==> config.mk <==
export PLATFORM = sky130hd
export DESIGN_NAME = mux_scan_ctrl
export DESIGN_NICKNAME = d
export VERILOG_FILES = /design/src/rtl/mux_scan_ctrl.sv
export SDC_FILE = /design/constraint.sdc
export NUM_CORES = 1
export LEC_CHECK = 0
export BUFFER_PORTS_ARGS = -buffer_cell sky130_fd_sc_hd__buf_2
export CORE_ASPECT_RATIO = 0.6
export CORE_MARGIN = 2
export CORE_UTILIZATION = 49
export CTS_CLUSTER_SIZE = 10
export DETAILED_ROUTE_END_ITERATION = 10
export PLACE_DENSITY = 0.88
export REMOVE_ABC_BUFFERS = 1
export SETUP_SLACK_MARGIN = 0.15
export SLEW_MARGIN = 20
export SYNTH_ARGS = -nofsm -noshare
export SYNTH_HDL_FRONTEND = slang
export SYNTH_SLANG_ARGS = --single-unit
==> constraint.sdc <==
create_clock -name clk -period 2.2 [get_ports clk]
set_input_delay 0 -clock clk [delete_from_list [all_inputs] [get_ports clk]]
set_output_delay 0 -clock clk [all_outputs]
set_load 0.005 [all_outputs]
==> src/rtl/mux_scan_ctrl.sv <==
// mux_scan_ctrl: walks a 16:1 mux select over a masked channel range, dwelling on
// each enabled channel before sampling its output into a result word.
module mux_scan_ctrl #(
    parameter int N_CH  = 16,
    parameter int SEL_W = 4,
    parameter int DWELL = 2
) (
    input  logic             clk,
    input  logic             rst_n,
    input  logic             start,
    input  logic             abort,
    input  logic [SEL_W-1:0] first_ch,
    input  logic [SEL_W-1:0] last_ch,
    input  logic [N_CH-1:0]  ch_mask,
    input  logic             mux_out,
    output logic [SEL_W-1:0] sel,
    output logic             busy,
    output logic             done,
    output logic [N_CH-1:0]  result
);
    typedef enum logic [1:0] {IDLE, SCAN, DONE} state_t;
    localparam logic [3:0] DW_LAST = 4'(DWELL - 1);
    state_t           state;
    logic [3:0]       cnt;
    logic [SEL_W-1:0] last_q;
    logic [N_CH-1:0]  mask_q;
    // first_ch is consumed directly into sel at start, so only the end of range is kept
    always_ff @(posedge clk or negedge rst_n) begin
        if (!rst_n) begin
            state  <= IDLE;
            sel    <= '0;
            busy   <= 1'b0;
            done   <= 1'b0;
            result <= '0;
            cnt    <= '0;
            last_q <= '0;
            mask_q <= '0;
        end else begin
            case (state)
                IDLE: if (start && !abort) begin
                    last_q <= last_ch;
                    mask_q <= ch_mask;
                    result <= '0;
                    sel    <= first_ch;
                    busy   <= 1'b1;
                    cnt    <= '0;
                    state  <= SCAN;
                end
                SCAN: if (abort) begin
                    state <= IDLE;
                    busy  <= 1'b0;
                    cnt   <= '0;
                end else if (mask_q[sel] && cnt != DW_LAST) begin
                    cnt <= cnt + 4'd1;
                end else begin
                    if (mask_q[sel]) result[sel] <= mux_out;
                    cnt <= '0;
                    if (sel == last_q) begin
                        state <= DONE;
                        busy  <= 1'b0;
                        done  <= 1'b1;
                    end else begin
                        sel <= sel + 1'b1;
                    end
                end
                default: begin
                    done  <= 1'b0;
                    state <= IDLE;
                end
            endcase
        end
    end
endmodule

==> results.ini <==
[run_status]
status=finished, final reports clean

[placed_design]
numPortBuffers=50
gp_congestion=0.909
hpwl_um=4580
dpl_worst_slack_ns=-0.168

[floorplanning]
start_util=0.523
fp.dieW_um=95.2
die_h_um=58.7
rows=19
dieArea_mm2=0.00559
ios=51
core_area_mm2=0.00468

[critical_path]
r2r_slack_ns=0.14
worstSetupStartpointType=flip-flop
path_class=flip-flop to flip-flop
worstSetupEndpointType=flip-flop
timing.rr.end=sel[1]
reg2reg_depth=7
cp.required_ns=2.41
worstPathMaxFanout=5
worstPathArrival_ns=2.27
worstReg2RegStart=sel[1]

[clock_network]
cts-root-buf=clkbuf_8
worstSkewPairLatency_ns=0.31
clk_pin_slew_ns=0.08
cts_tree=built
cts-buffers-inserted=5
clockBufferDepth=2
htree_num_levels=2
cts.sinks=48

[final_layout]
area_delta_synth_final_pct=34.0
layout_common_cells=50 x buf_2, 47 x dfrtp_1, 33 x o21ai_0
fin_nets=351
multi_input_area_mm2=0.00125
diodes=0
fillers=350
fin_util=0.701
final_common_cell=buf_2
drive_gt1_frac=0.369
regArea_mm2=0.00120

[logic_synthesis]
seq_area_frac_synth=0.491
synth.yosys.warnings=0
netlist.area_leader.share=0.491
synth-main-ff-cell=dfrtp_1
syn_avg_cell_area_um2=10.7
ys_types=45
async_flop_share=1.00
ys_ff_latch=48
synth_area_leaders=dfrtp_1 49%, mux2_2 9.7%, o21ai_0 7.6%
synthesis.area_mm2=0.00245
synth_edf_count=0
synthesis.instances=229
synth_top_area_cell=dfrtp_1

[sta]
relSlewSlack=0.704
min_period_ns=2.06
hold-worst-slack_ns=0.0822
skew_ns=0.00368
timing.final.crit_share=0.937
fmax_mhz=485
setup_ws_ns=0.140
drv_slew=0
tightest_slew_ns=0.443
setup_viol=0
rsz0062_at_grt=true
hold_viol=0

[min_path]
min_from=mux_out
holdPathEnd=result[15]
whs_path_depth=3
min_path_type=primary input to flip-flop

[power_and_ir_drop]
powerDensity_mw_per_mm2=1190
power_leakage_nw=1.52
ir_worst_vdd_mv=0.568

[flow_run]
drv_cap=0

[grt]
grt_pass1_vias=2161
grt_first_pass_wirelength_um=10600
grt_max_degree=30
grt_overflow_total=0
antenna_found_initial=0
grtUsageTotal=0.255

[routing]
drc_errors=0
vias_per_cell=5.77
wl_per_cell_um=17.2
vias=2194
routed_wl_um=6550
drt_iter0_drc=166
first_pass_iters=5
ant_nets=0

logic make-up (layout without fill, tap and decap cells):
kind of cell / Yosys count / in the layout / synth area share
flops: 48 / 48 / 0.491
compound gates: 68 / 68 / 0.164
buf+inv: 16 / 104 / 0.0296
mux: 30 / 30 / 0.139
simple gates: 57 / 57 / 0.132
xor+xnor: 4 / 4 / 0.0143
fa+ha+maj: 6 / 6 / 0.0307
synth_stat cells (2+ instances only):
cell type and count:
mux2i_1 8, dfrtp_1 48, and2_1 2, xor2_1 4, inv_1 5, or2_2 2
nand2b_1 3, o21ai_0 37, nand3_1 9, nand2_1 11, nor2b_1 7, nor2_1 9
ha_1 6, a2bb2oi_1 2, mux2_2 21, a21oi_1 12, a221o_1 2, and3_1 2
nor4b_1 2, a31oi_1 6, clkbuf_1 5, buf_2 3
critical path, cell delays in order, from the launching register on:
cell and delay [ns]:
dfrtp_2 0.46, mux4_2 0.36, nor2_2 0.05, or3b_4 0.39
a211oi_4 0.28, buf_4 0.17, nor2_4 0.05, mux2i_2 0.21
stage by stage:
step / total power, W / area [um2] / setup TNS, ns / std cells
finish: 0.00391 / 3280 / 0 / 380
global route: 0.00415 / 3280 / 0 / 380
CTS: 0.00380 / 3240 / 0 / 380
detailed placement: 0.00310 / 2850 / -1.90 / 346
global placement: 0.00300 / 2850 / -0.445 / 346
floorplan: 0.00247 / 2390 / -57.78 / 218
sequential cells by signal (all words and copies together), names as in the netlist:
register / cells
busy: 1
last_q: 4
mask_q: 16
state: 2
cnt: 4
result: 16
sel: 4
done: 1
power breakdown:
| group | leakage, nW | total (W) | switching (W) | internal [W] |
|---|---|---|---|---|
| Sequential | 0.607 | 0.00137 | 0.000216 | 0.00116 |
| Clock | 0.0445 | 0.000556 | 0.000300 | 0.000256 |
| Combinational | 0.868 | 0.00199 | 0.00103 | 0.000956 |
worst max-delay path by stage:
stage	from	to	slack [ns]	depth (start not counted)
2_1_floorplan	state[0]	result[0]	-1.60	4
3_3_place_gp	sel[1]	result[6]	-0.05	6
3_5_place_dp	sel[1]	result[4]	-0.17	6
4_1_cts	cnt[1]	result[4]	0.11	9
5_1_grt	cnt[1]	result[4]	0.08	9
6_report	sel[1]	sel[1]	0.14	7
what timing repair did:
| item | 4_1_cts | 5_1_grt |
|---|---|---|
| endpoints found under the hold margin | 40 | 0 |
| setup endpoints to repair | 25 | 22 |
| gates resized for setup | 7 | 14 |
| pin swaps | 4 | 2 |
| hold buffers | 22 | 0 |
| buffers inserted | 4 | 0 |
layer usage:
metal | track usage | wire (um)
met2 | 0.391 | 3000
met4 | 0.0704 | 84
met5 | 0 | 0
met3 | 0.0704 | 504
met1 | 0.358 | 2960
area by class of cell:
| type | count | area share |
|---|---|---|
| Multi-Input combinational cell | 165 | 0.381 |
| Clock buffer | 7 | 0.0263 |
| Tap cell | 63 | 0.0240 |
| Sequential cell | 48 | 0.367 |
| Clock inverter | 1 | 0.00229 |
| Inverter | 5 | 0.00572 |
| Timing Repair Buffer | 91 | 0.195 |
(Power assumes the default switching activity.)
